$ cat src/rtl/vs_uart_pkg.sv
// rtl/vs_uart_pkg.sv - shared types and helpers for the VS UART family
// UART_RX_BREAK_DET_EN adds the BRK receiver state.
package vs_uart_pkg;

  typedef enum logic [1:0] {
    PAR_NONE = 2'd0,
    PAR_ODD  = 2'd1,
    PAR_EVEN = 2'd2
  } parity_e;

  typedef enum logic [2:0] {
    ST_IDLE  = 3'd0,
    ST_START = 3'd1,
    ST_DATA  = 3'd2,
    ST_PAR   = 3'd3,
    ST_STOP  = 3'd4,
    ST_PUSH  = 3'd5
`ifdef UART_RX_BREAK_DET_EN
    , ST_BRK = 3'd6
`endif
  } rx_state_e;

  // Rounded clocks-per-tick, never below one.
  function automatic int calc_div(input int clk_hz, input int baud, input int ovs);
    int den;
    int q;
    den = baud * ovs;
    q   = (clk_hz + den / 2) / den;
    return (q < 1) ? 1 : q;
  endfunction

  function automatic int fifo_width(input int data_bits);
    return data_bits + 2;
  endfunction

endpackage

$ cat src/rtl/vs_sync_fifo.sv
// rtl/vs_sync_fifo.sv - first-word-fall-through FIFO with occupancy and drop strobe
module vs_sync_fifo #(
  parameter int WIDTH = 10,
  parameter int DEPTH = 16
) (
  input  logic                     CLK,
  input  logic                     SYS_NRST,
  input  logic                     wr_en,
  input  logic [WIDTH-1:0]         wr_data,
  input  logic                     rd_en,
  output logic [WIDTH-1:0]         rd_data,
  output logic                     empty,
  output logic                     full,
  output logic [$clog2(DEPTH):0]   level,
  output logic                     wr_drop
);

  localparam int AW = $clog2(DEPTH);

  logic [WIDTH-1:0] mem_q [DEPTH];
  logic [WIDTH-1:0] mem_d [DEPTH];
  logic [AW:0]      wr_ptr_q, wr_ptr_d;
  logic [AW:0]      rd_ptr_q, rd_ptr_d;
  logic             do_wr;
  logic             do_rd;

  assign empty   = (wr_ptr_q == rd_ptr_q);
  assign full    = (wr_ptr_q[AW] != rd_ptr_q[AW]) && (wr_ptr_q[AW-1:0] == rd_ptr_q[AW-1:0]);
  assign level   = wr_ptr_q - rd_ptr_q;
  assign rd_data = mem_q[rd_ptr_q[AW-1:0]];

  // A write while full is only accepted when the head leaves in the same cycle.
  assign do_rd   = rd_en && !empty;
  assign do_wr   = wr_en && (!full || rd_en);
  assign wr_drop = wr_en && full && !rd_en;

  always_comb begin
    mem_d    = mem_q;
    wr_ptr_d = wr_ptr_q;
    rd_ptr_d = rd_ptr_q;
    if (do_wr) begin
      mem_d[wr_ptr_q[AW-1:0]] = wr_data;
      wr_ptr_d                = wr_ptr_q + 1'b1;
    end
    if (do_rd) begin
      rd_ptr_d = rd_ptr_q + 1'b1;
    end
  end

  always_ff @(posedge CLK or negedge SYS_NRST) begin
    if (!SYS_NRST) begin
      wr_ptr_q <= '0;
      rd_ptr_q <= '0;
      for (int i = 0; i < DEPTH; i++) begin
        mem_q[i] <= '0;
      end
    end else begin
      wr_ptr_q <= wr_ptr_d;
      rd_ptr_q <= rd_ptr_d;
      mem_q    <= mem_d;
    end
  end

endmodule

$ cat src/rtl/vs_uart_rx_fifo.sv
// rtl/vs_uart_rx_fifo.sv - oversampling UART receiver feeding a FWFT frame FIFO
// UART_RX_BREAK_DET_EN adds break detection (BREAK port, BRK state).
module vs_uart_rx_fifo
  import vs_uart_pkg::*;
#(
  parameter int CLK_HZ     = 50000000,
  parameter int BAUD       = 115200,
  parameter int OVS        = 16,
  parameter int DATA_BITS  = 8,
  parameter int PARITY     = 0,
  parameter int STOP_BITS  = 1,
  parameter int FIFO_DEPTH = 16
) (
  input  logic                        CLK,
  input  logic                        SYS_NRST,
  input  logic                        RXD,
  input  logic                        RD_EN,
  output logic [DATA_BITS-1:0]        RD_DATA,
  output logic                        RD_FRM_ERR,
  output logic                        RD_PAR_ERR,
  output logic                        EMPTY,
  output logic                        FULL,
  output logic [$clog2(FIFO_DEPTH):0] LEVEL,
  output logic                        OVR_ERR,
`ifdef UART_RX_BREAK_DET_EN
  output logic                        BREAK,
`endif
  input  logic                        OVR_CLR
);

  localparam int DIV   = calc_div(CLK_HZ, BAUD, OVS);
  localparam int DIV_W = $clog2(DIV + 1);
  localparam int TW    = $clog2(OVS);
  localparam int BW    = $clog2(DATA_BITS);
  localparam int FW    = fifo_width(DATA_BITS);
  localparam logic [TW-1:0] S_LO  = TW'(OVS / 2 - 1);
  localparam logic [TW-1:0] S_MID = TW'(OVS / 2);
  localparam logic [TW-1:0] S_HI  = TW'(OVS / 2 + 1);

  rx_state_e            state_q, state_d;
  logic                 sync1_q, sync1_d, sync2_q, sync2_d, prev_q, prev_d;
  logic [DIV_W-1:0]     div_cnt_q, div_cnt_d;
  logic [TW-1:0]        tcnt_q, tcnt_d;
  logic                 s0_q, s0_d, s1_q, s1_d;
  logic [BW-1:0]        bit_cnt_q, bit_cnt_d;
  logic [DATA_BITS-1:0] shift_q, shift_d;
  logic                 par_err_q, par_err_d;
  logic                 frm_err_q, frm_err_d;
  logic                 ovr_q, ovr_d;
`ifdef UART_RX_BREAK_DET_EN
  logic                 all_zero_q, all_zero_d;
  logic                 break_q, break_d;
`endif
  logic                 tick, centre, maj, push, wr_drop;
  logic [FW-1:0]        fifo_rd_data;

  assign tick   = (div_cnt_q == DIV_W'(DIV - 1));
  assign centre = tick && (tcnt_q == S_HI);
  assign maj    = (s0_q & s1_q) | (s0_q & sync2_q) | (s1_q & sync2_q);

  always_comb begin
    sync1_d   = RXD;
    sync2_d   = sync1_q;
    prev_d    = sync2_q;
    state_d   = state_q;
    div_cnt_d = div_cnt_q;
    tcnt_d    = tcnt_q;
    s0_d      = s0_q;
    s1_d      = s1_q;
    bit_cnt_d = bit_cnt_q;
    shift_d   = shift_q;
    par_err_d = par_err_q;
    frm_err_d = frm_err_q;
    ovr_d     = ovr_q;
    push      = 1'b0;
`ifdef UART_RX_BREAK_DET_EN
    all_zero_d = all_zero_q;
    break_d    = 1'b0;
    if (centre && maj) all_zero_d = 1'b0;
`endif

    // Bit timing is anchored to the start edge: counters sit at zero while idle.
    if (state_q == ST_IDLE) begin
      div_cnt_d = '0;
      tcnt_d    = '0;
    end else if (tick) begin
      div_cnt_d = '0;
      tcnt_d    = (tcnt_q == TW'(OVS - 1)) ? '0 : tcnt_q + 1'b1;
      if (tcnt_q == S_LO)  s0_d = sync2_q;
      if (tcnt_q == S_MID) s1_d = sync2_q;
    end else begin
      div_cnt_d = div_cnt_q + 1'b1;
    end

    case (state_q)
      ST_IDLE: begin
        if (prev_q && !sync2_q) begin
          state_d   = ST_START;
          bit_cnt_d = '0;
          par_err_d = 1'b0;
          frm_err_d = 1'b0;
`ifdef UART_RX_BREAK_DET_EN
          all_zero_d = 1'b1;
`endif
        end
      end
      ST_START: if (centre) state_d = maj ? ST_IDLE : ST_DATA;
      ST_DATA: begin
        if (centre) begin
          shift_d = {maj, shift_q[DATA_BITS-1:1]};
          if (bit_cnt_q == BW'(DATA_BITS - 1)) begin
            bit_cnt_d = '0;
            state_d   = (PARITY != int'(PAR_NONE)) ? ST_PAR : ST_STOP;
          end else begin
            bit_cnt_d = bit_cnt_q + 1'b1;
          end
        end
      end
      ST_PAR: begin
        if (centre) begin
          par_err_d = ((^shift_q) ^ maj) != (PARITY == int'(PAR_ODD));
          state_d   = ST_STOP;
        end
      end
      // Leave at the last stop centre so a back-to-back start edge is not missed.
      ST_STOP: begin
        if (centre) begin
          if (!maj) frm_err_d = 1'b1;
          if (bit_cnt_q == BW'(STOP_BITS - 1)) begin
`ifdef UART_RX_BREAK_DET_EN
            if (all_zero_q && !maj) begin
              break_d = 1'b1;
              state_d = ST_BRK;
            end else begin
              state_d = ST_PUSH;
            end
`else
            state_d = ST_PUSH;
`endif
          end else begin
            bit_cnt_d = bit_cnt_q + 1'b1;
          end
        end
      end
      ST_PUSH: begin
        push    = 1'b1;
        state_d = ST_IDLE;
      end
`ifdef UART_RX_BREAK_DET_EN
      ST_BRK: if (sync2_q) state_d = ST_IDLE;
`endif
      default: state_d = ST_IDLE;
    endcase

    if (OVR_CLR) ovr_d = 1'b0;
    if (wr_drop) ovr_d = 1'b1;
  end

  always_ff @(posedge CLK or negedge SYS_NRST) begin
    if (!SYS_NRST) begin
      state_q    <= ST_IDLE;
      sync1_q    <= 1'b1;
      sync2_q    <= 1'b1;
      prev_q     <= 1'b1;
      div_cnt_q  <= '0;
      tcnt_q     <= '0;
      s0_q       <= 1'b1;
      s1_q       <= 1'b1;
      bit_cnt_q  <= '0;
      shift_q    <= '0;
      par_err_q  <= 1'b0;
      frm_err_q  <= 1'b0;
      ovr_q      <= 1'b0;
`ifdef UART_RX_BREAK_DET_EN
      all_zero_q <= 1'b0;
      break_q    <= 1'b0;
`endif
    end else begin
      state_q    <= state_d;
      sync1_q    <= sync1_d;
      sync2_q    <= sync2_d;
      prev_q     <= prev_d;
      div_cnt_q  <= div_cnt_d;
      tcnt_q     <= tcnt_d;
      s0_q       <= s0_d;
      s1_q       <= s1_d;
      bit_cnt_q  <= bit_cnt_d;
      shift_q    <= shift_d;
      par_err_q  <= par_err_d;
      frm_err_q  <= frm_err_d;
      ovr_q      <= ovr_d;
`ifdef UART_RX_BREAK_DET_EN
      all_zero_q <= all_zero_d;
      break_q    <= break_d;
`endif
    end
  end

  vs_sync_fifo #(
    .WIDTH (FW),
    .DEPTH (FIFO_DEPTH)
  ) u_fifo (
    .CLK      (CLK),
    .SYS_NRST (SYS_NRST),
    .wr_en    (push),
    .wr_data  ({frm_err_q, par_err_q, shift_q}),
    .rd_en    (RD_EN),
    .rd_data  (fifo_rd_data),
    .empty    (EMPTY),
    .full     (FULL),
    .level    (LEVEL),
    .wr_drop  (wr_drop)
  );

  assign {RD_FRM_ERR, RD_PAR_ERR, RD_DATA} = fifo_rd_data;
  assign OVR_ERR = ovr_q;
`ifdef UART_RX_BREAK_DET_EN
  assign BREAK = break_q;
`endif

endmodule

$ cat config.mk
export PLATFORM = sky130hd
export DESIGN_NAME = vs_uart_rx_fifo
export DESIGN_NICKNAME = d
export VERILOG_FILES = /design/src/rtl/vs_uart_pkg.sv /design/src/rtl/vs_sync_fifo.sv /design/src/rtl/vs_uart_rx_fifo.sv
export SDC_FILE = /design/constraint.sdc
export NUM_CORES = 1
export LEC_CHECK = 0
export BUFFER_PORTS_ARGS = -buffer_cell sky130_fd_sc_hd__clkbuf_2
export CAP_MARGIN = 20
export CORE_MARGIN = 2
export CORE_UTILIZATION = 60
export DETAILED_ROUTE_END_ITERATION = 10
export PLACE_DENSITY_LB_ADDON = 0.25
export SLEW_MARGIN = 40
export SYNTH_ARGS = -nofsm -noshare
export SYNTH_HDL_FRONTEND = slang
export SYNTH_SLANG_ARGS = --single-unit
$ cat constraint.sdc
create_clock -name CLK -period 6.05 [get_ports CLK]
set_input_delay 0 -clock CLK [delete_from_list [all_inputs] [get_ports CLK]]
set_output_delay 0 -clock CLK [all_outputs]
set_load 0.01 [all_outputs]
Word level (Yosys, flattened, before mapping)
Index checks and enable logic that the tools add are counted.
{ "totals": {"register_bits": 201, "out_inout_bits": 18} }
{ "op_classes": {"n_addsub": 6, "n_lt_le_gt_ge": 3, "eq_ne": 23, "mux": 35, "n_bitwise": 9, "reduce_logical": 28} }
{ "op_table": {"columns": ["cell", "n"], "rows": [
  ["160-bit bitwise mux", 1],
  ["10-bit binary-select mux with 4-bit select", 1],
  ["10-bit demux with 4-bit select", 1],
  ["3-bit 2-to-1 mux", 12],
  ["10-bit 2-to-1 mux", 3],
  ["2-bit != test, second input constant", 8],
  ["5-bit by 1-bit adder with 5-bit output, second input constant", 3],
  ["3-bit case mux with 5 select lines", 1],
  ["4-bit == test, second input constant", 3],
  ["4-bit 2-to-1 mux", 3],
  ["5-bit >= comparator, second input constant", 2],
  ["5-bit 2-to-1 mux", 2],
  ["4-bit inverter with 5-bit output", 2],
  ["3-bit == test, second input constant", 3],
  ["3-bit case mux with 3 select lines", 1],
  ["3-bit AND reduction", 3],
  ["1-bit logical AND", 8],
  ["2-bit nonzero test", 4],
  ["8-bit XOR reduction", 1],
  ["1-bit 2-to-1 mux", 7],
  ["7-bit AND reduction", 1],
  ["3-bit by 2-bit == test with 1-bit output, second input constant", 2],
  ["3-bit zero test", 2],
  ["5-bit == test", 1],
  ["other kinds (22)", 29]
]} }

Longest topological paths before layout
Gate-level depths: netlist (run 1).
{ "logic_depth": {"depth_word": 6, "ltp_mapped": 9} }

Cells and area by module
Synthesis (run 1) repeated with hierarchy kept, for this count alone.
{ "unflattened": {"hier_cells": 648, "hier_area_um2": 9649.3} }
{ "modules_own_cells": {"columns": ["module", "instances", "cells_per_inst", "area_per_inst_um2"], "rows": [
  ["vs_sync_fifo", 1, 510, 8037.7],
  ["vs_uart_rx_fifo", 1, 138, 1611.5]
]} }

Worst setup path before layout (run 1)
OpenSTA, ideal clock, no wires.
{ "synth_timing": {"path_kind": "register to register", "from": "register u_fifo.rd_ptr_q[1]", "to": "register u_fifo.mem_q[10] (netlist name)", "setup_time_ns": 0.125, "t_arrival_ns": 2.564, "required_ns": 5.925, "slack_ns": 3.361, "stages_incl_launch_ff": 10, "period_less_slack_ns": 2.689, "cell_sequence": "dfrtp_1 clkbuf_1 inv_1 clkbuf_1 ha_1 and4_1 a31oi_4 buf_12 nand4_4 mux2_2"} }
{ "synth_via": {"elab_chain_len": 5} }
{ "synth_rtl": {"columns": ["element", "line", "rtl"], "rows": [
  ["start: declaration", "vs_sync_fifo.sv:23", "logic [AW:0] rd_ptr_q, rd_ptr_d;"],
  ["start signal: assignment", "vs_sync_fifo.sv:59", "rd_ptr_q <= rd_ptr_d;"],
  ["4-bit == test", "vs_sync_fifo.sv:28", "assign full = (wr_ptr_q[AW] != rd_ptr_q[AW]) && (wr_ptr_q[AW-1:0] == rd_ptr_q[AW-1:0]);"],
  ["1-bit logical AND", "vs_sync_fifo.sv:28", null],
  ["1-bit zero test", "vs_sync_fifo.sv:34", "assign do_wr = wr_en && (!full || rd_en);"],
  ["1-bit logical OR", "vs_sync_fifo.sv:34", null],
  ["1-bit logical AND", "vs_sync_fifo.sv:34", null],
  ["end signal: assignment", "vs_sync_fifo.sv:60", "mem_q <= mem_d;"],
  ["end: declaration", "vs_sync_fifo.sv:20", "logic [WIDTH-1:0] mem_q [DEPTH];"]
]} }
No other way between the ends.
A chain may end at the register's enable or synchronous reset.

Worst setup path in the final report (run 1)
{ "layout_timing": {"from": "register u_fifo.rd_ptr_q[3]", "to": "register u_fifo.mem_q[0] (netlist name)"} }
Same word-level chain as after synthesis.

==> results of run 1 <==
synth_stat cells, types with 3 or more instances:
| master | count |
|---|---|
| nor2b_1 | 3 |
| nand4_1 | 6 |
| nand3_2 | 4 |
| o21ai_0 | 7 |
| xnor2_1 | 18 |
| clkbuf_1 | 24 |
| dfrtp_1 | 196 |
| nand2b_1 | 3 |
| inv_1 | 18 |
| a31oi_1 | 11 |
| nand3_4 | 9 |
| nand3_1 | 4 |
| dfstp_2 | 5 |
| a21oi_1 | 10 |
| nor3_1 | 3 |
| buf_1 | 3 |
| ha_1 | 17 |
| nand2_1 | 52 |
| mux2i_1 | 4 |
| buf_4 | 7 |
| nand4_4 | 3 |
| xor2_1 | 5 |
| nor2_1 | 13 |
| mux4_2 | 40 |
| mux2_2 | 170 |
| buf_2 | 9 |
| and3_1 | 10 |
critical path, cell delays in order, from the launching register on:
cell and delay (ns):
dfrtp_1 0.63, inv_1 0.29, ha_1 0.43, and4_1 0.27, a31oi_4 0.26, buf_8 0.22, nand4_1 0.50, mux2_2 0.47
power breakdown:
group,total (mW),switching (mW),internal [mW]
logic,0.706,0.437,0.269
registers,1.43,0.0446,1.38
clock network,1.27,0.509,0.765
cells by family after synthesis:
logic type | after synthesis
muxes | 214
DFF | 201
and+or+nand+nor | 124
buffers and inverters | 63
AOI/OAI and AO/OA | 37
xor gates and xnor gates | 24
adders and majority gates | 19
state kept, by name, summed over array words and instances (netlist names), 3 cells and up:
| signal | count |
|---|---|
| div_cnt_q | 5 |
| u_fifo.wr_ptr_q | 5 |
| bit_cnt_q | 3 |
| tcnt_q | 4 |
| shift_q | 8 |
| u_fifo.mem_q | 160 |
| u_fifo.rd_ptr_q | 5 |
| state_q | 3 |
worst paths after layout:
path,startpoint,to,slack [ns],depth (start not counted)
max,u_fifo.rd_ptr_q[3],u_fifo.mem_q[0],2.85,7
min,RD_EN,u_fifo.wr_ptr_q[0],0.03,4
max reg2reg,u_fifo.rd_ptr_q[3],u_fifo.mem_q[0],2.85,7
min reg2reg,sync1_q,prev_d,0.36,0
max in group asynchronous,SYS_NRST,u_fifo.rd_ptr_q[2],4.89,4
min in group asynchronous,SYS_NRST,u_fifo.mem_q[50],0.10,2
stage by stage:
stage,cell area (sq um),total power [mW],hold slack [ns],std cells,setup slack [ns]
5_1_grt,10700,3.56,0.0454,924,2.67
6_report,10700,3.41,0.0307,924,2.85
4_1_cts,10700,3.43,0.0229,923,2.89
3_5_place_dp,9930,2.16,0.0396,881,2.91
3_3_place_gp,9880,2.14,0.0903,879,2.22
2_1_floorplan,9690,1.93,-0.296,682,3.36
timing repair:
item,4_1_cts,5_1_grt
hold endpoints to repair,121,0
gates resized for setup,0,0
hold buffers,4,0
layout make-up:
cell class              instances  area, sq um
repair buffers                 33          265
well taps                     216          270
inverters                      18         67.6
flip-flops and latches        201         5040
clock inverters                 3         15.0
multi-input cells             418         4360
clock buffers                  35          681
fillers                      1081         5130
layer usage:
layer  global-route usage [%]  wire length, microns  vias up
li1                         -                     -     2489
met1                     34.1                  8650     2939
met2                     39.8                  9930      129
met3                     4.09                  1250       33
met4                     5.50                   376        0
met5                        0                     0        -
==> results by group, run 1 <==
Yosys
  • Register area share after synthesis: 52.0%
  • Syn Area/Cell: 14.2 sq um
  • Yosys warns: 0
  • Top post-synthesis cells by area: dfrtp_1, mux2_2, mux4_2
  • Simple-Gate Fraction of Synth Area: about 8%
  • Synthesized area: just under 10000 sq um
  • Post-synth top flop: dfrtp_1
  • Post-synthesis mux area share: roughly 29%
  • Ys async rst share: between 90% and 100%
  • Synth Area in Adders: 2.50%
  • EDFF count, synth: 0
  • Yosys cell types: 52
  • Post-synth top area cell: dfrtp_1
  • Synth top area share: 50.6%
  • Synth Area in Compound Gates: 2.50%
  • Post-synthesis xor/xnor area fraction: 2.31%
  • Net Count, Synth: 705
  • Synthesized instance count: 682
  • Largest family of logic cells by synthesized area: multiplexers
  • FF+latch count, synth: 201

STA
  • Clock skew: roughly 0.015 ns
  • Fin Setup TNS: 0 ns
  • Minimum clock period after layout: about 3.2 ns
  • # setup viols final: 0
  • Final hold violations: 0
  • Worst-Margin Slew: between 0.7 and 0.8 ns
  • Crit share post-route: a little over half
  • Fmax: 0.313 GHz
  • RSZ-0062 raised after global routing: false
  • Slew headroom: 46.7%
  • Final Max Slew Viols: 0

Global route
  • Vias in the first global route: roughly 6000
  • Initial antenna violation count: 0
  • Total grt overflow: 0
  • Largest net degree at the start of global routing: around 120
  • Global-route wire length before repair: roughly 33000 microns
  • Global Route Usage Sum: between 20 and 25%

Clocking
  • CTS tree: done
  • CTS H-tree depth: 1
  • Setup repair bufs after CTS: 0
  • TritonCTS Buffers: 22
  • # clock sinks: approximately 200
  • Deepest clock path buffer count: 3
  • Clock-pin slew on the worst setup and hold paths: 0.06 ns
  • Worst-Skew Late Latency: ~0.50 ns
  • Root buffer cell: clkbuf_16

Placed design
  • Post-DP HPWL: roughly 13000 microns
  • PortBufs: 22
  • Routability Congestion: between 0.9 and 1

Power
  • Peak VDD IR: about 230 uV
  • PD cells: ~320 nW/um^2
  • Static Leak: ~5.1 nW

Route
  • DRT antenna net count: 0
  • Vias/cell: slightly above 6
  • Routed len/inst: approximately 22 microns
  • Final routed DRC violation total: 0
  • WL final: 20200 microns
  • Vias: 5590
  • Starting DRT DRC Count: 325
  • TritonRoute pass-1 iters: 4

Cells and area
  • Fraction of layout cells with a size suffix above 1: between 40% and 50%
  • Most frequent cells in the layout: dfrtp_1, mux2_2, nand2_1
  • Most common cell after layout, fill and taps aside: dfrtp_1
  • Fin util: about two thirds
  • Final layout net count: a little over 700
  • Diodes inserted: 0
  • Layout area overhead: 10.3%

Worst hold path
  • Hold Path Class: primary input to flip-flop

Floorplanning
  • Core Box Area: between 15000 and 20000 sq um
  • Initial Util: between 60% and 70%
  • I/O Pins: 23
  • Rows: 46
  • Die ar.: 17200 sq um
  • DIE WIDTH: between 100 and 150 microns
  • Die H: about 130 microns

Worst setup path
  • Worst Setup End Kind: flip-flop
  • Required time worst endpoint: roughly 6.4 ns
  • Crit path max fanout: 13
  • Crit path kind: flip-flop to flip-flop
  • Crit path DAT: 3.58 ns
  • Startpoint Class: flip-flop

Run
  • Number of max-cap violations: 0

Run status
  • Status: finished, final reports clean
Note: power is estimated with default switching activity, not from simulation.
==> run 2, diff against run 1 <==
- CORE_UTILIZATION: 60 -> 57
- clock period: 6.05 -> 2.7 ns (I/O delays scaled with it)
==> results by group, run 2 (synthesis results as in run 1) <==
STA
  • Final Max Slew Viols: 0 (unchanged)
  • Crit share post-route: 91.8% (+39 points)
  • Setup slack after layout: 0.222 ns (-2.63 ns)
  • Worst-Margin Slew: 0.820 ns (+0.0210 ns)
  • Slew headroom: 45.3% (-1.4 points)
  • Fin Setup TNS: 0 ns (unchanged)
  • RSZ-0062 raised after global routing: false
  • # setup viols final: 0 (unchanged)
  • Fmax: 0.404 GHz (+29%)
  • Clock skew: 0.00884 ns (-0.00623 ns)
  • Minimum clock period after layout: 2.48 ns (-0.719 ns)
  • Final hold violations: 0 (unchanged)

Global route
  • Vias in the first global route: 6086 (+1.4%)
  • Largest net degree at the start of global routing: 97 (-20%)
  • Global-route wire length before repair: 33700 microns (+2.7%)
  • Global Route Usage Sum: 24.5% (+0.38 points)
  • Initial antenna violation count: 0 (unchanged)
  • Total grt overflow: 0 (unchanged)

Clocking
  • CTS tree: done
  • Deepest clock path buffer count: 3 (unchanged)
  • Clock-pin slew on the worst setup and hold paths: 0.06 ns (about the same)
  • Worst-Skew Late Latency: 0.49 ns (about the same)
  • TritonCTS Buffers: 21 (-4.5%)
  • Root buffer cell: clkbuf_16
  • Setup repair bufs after CTS: 0 (unchanged)
  • # clock sinks: 201 (unchanged)
  • CTS H-tree depth: 1 (unchanged)

Power
  • Tot Pwr: 7.40 mW (+120%)
  • Peak VDD IR: 754 uV (+220%)
  • PD cells: 696 nW/um^2 (+120%)
  • Static Leak: 5.09 nW (-0.52%)

Cells and area
  • Final non-filler cell total: 928 (+0.43%)
  • Most common cell after layout, fill and taps aside: dfrtp_1
  • Max reg flops: 160 (unchanged)
  • Most frequent cells in the layout: dfrtp_1, mux2_2, nand2_1
  • Biggest register: u_fifo.mem_q
  • Fin util: 64.2% (-3.4 points)
  • Registers with the most flip-flops: u_fifo.mem_q: 160 flops, shift_q: 8 flops
  • Layout area overhead: 9.76%
  • Final layout net count: 722 (+0.70%)
  • Fillcell total: 1210 (+12%)
  • Diodes inserted: 0 (unchanged)
  • Fraction of layout cells with a size suffix above 1: 42.8% (+0.28 points)

Placed design
  • Post-DP HPWL: 13600 microns (+3.8%)
  • Dpl cells: 892 (+1.2%)
  • Place WS: 0.276 ns (-2.63 ns)
  • Routability Congestion: 0.942 (+1.7%)
  • PortBufs: 22 (unchanged)

Run status
  • Status: finished, final reports clean

Floorplanning
  • Core Box Area: 16600 sq um (+4.8%)
  • I/O Pins: 23 (unchanged)
  • Rows: 47 (+2.2%)
  • Die ar.: 18100 sq um (+5.1%)
  • Die H: 134 microns (+2.5%)
  • Initial Util: 58.5% (-2.8 points)
  • DIE WIDTH: 134 microns (+2.5%)

Worst setup path
  • Reg2reg start: u_fifo.rd_ptr_q[3]
  • Startpoint Class: flip-flop
  • Crit path kind: flip-flop to flip-flop
  • CP max stage delay: 0.39 ns (-0.24 ns)
  • Crit path max fanout: 21 (+8)
  • Slowest stage cell, crit path: dfrtp_1
  • Worst path cell trace: inv_1 -> ha_1 -> and4_1 -> a31oi_4 -> buf_12 -> nand3_2 -> mux2_2
  • Required time worst endpoint: 3.07 ns (-3.36 ns)
  • WP buf/inv: 2 (unchanged)
  • Crit path DAT: 2.85 ns (-0.73 ns)
  • CP startpoint: u_fifo.rd_ptr_q[3]
  • Worst Setup End Kind: flip-flop
  • Cell family with most CP delay: simple AND/OR/NAND/NOR gates

Route
  • Starting DRT DRC Count: 429 (+32%)
  • Vias/cell: 6.13 (+1.4%)
  • Routed len/inst: 22.4 microns (+2.6%)
  • Final routed DRC violation total: 0 (unchanged)
  • WL final: 20800 microns (+3.1%)
  • DRT antenna net count: 0 (unchanged)
  • TritonRoute pass-1 iters: 5 (+1)
  • Vias: 5690 (+1.8%)

Worst hold path
  • Hold Path Class: primary input to flip-flop
  • Min-delay src: RD_EN

Run
  • Number of max-cap violations: 0 (unchanged)
-- run 2: through the flow --
| step | hold slack, ns | area, sq um |
|---|---|---|
| global placement | 0.0919 | 9990 |
| finish | 0.0327 | 10600 |
| CTS | 0.0257 | 10600 |
| floorplan | -0.296 | 9690 |
| detailed placement | 0.0922 | 9990 |
| global route | 0.0801 | 10600 |
-- run 2: final timing paths --
check | to | cells after the start | slack (ns)
worst max-delay path | u_fifo.mem_q[46] | 7 | 0.22
worst min-delay path | u_fifo.rd_ptr_q[1] | 4 | 0.03
worst max register to register | u_fifo.mem_q[46] | 7 | 0.22
worst min register to register | prev_d | 0 | 0.35
max in group asynchronous | u_fifo.mem_q[113] | 3 | 1.68
min in group asynchronous | u_fifo.mem_q[19] | 2 | 0.11
-- run 2: final cells by class --
cell class | count | area [sq um] | share of cell area (%)
clock inverters | 4 | 22.5 | 0.212
clock buffers | 28 | 582 | 5.47
flip-flops and latches | 201 | 5040 | 47.3
multi-input cells | 418 | 4360 | 41.0
repair buffers | 39 | 295 | 2.78
inverters | 18 | 67.6 | 0.635
well taps | 220 | 275 | 2.59
-- run 2: what timing repair did --
item	in CTS	in global routing
hold buffers	4	0
gates resized for setup	0	0
hold endpoints to repair	95	0
-- run 2: routing by layer --
metal  GRT usage [%]  vias up  wire [microns]
met5               0        -               0
met1            33.7     3012            9040
li1                -     2504               -
met2            40.7      130           10300
met4            8.54        0             707
met3            3.06       44             821
-- run 2: power by group --
group	total, mW	switching, mW	internal (mW)
Combinational	1.61	0.973	0.641
Sequential	3.18	0.0850	3.10
Clock	2.61	1.11	1.49
Total	7.40	2.17	5.23
-- run 2: tightest hold or removal path, cell delays in order --
cell and delay [ns]:
clkbuf_2 0.08, inv_1 0.11, a21oi_1 0.13, o21ai_0 0.16
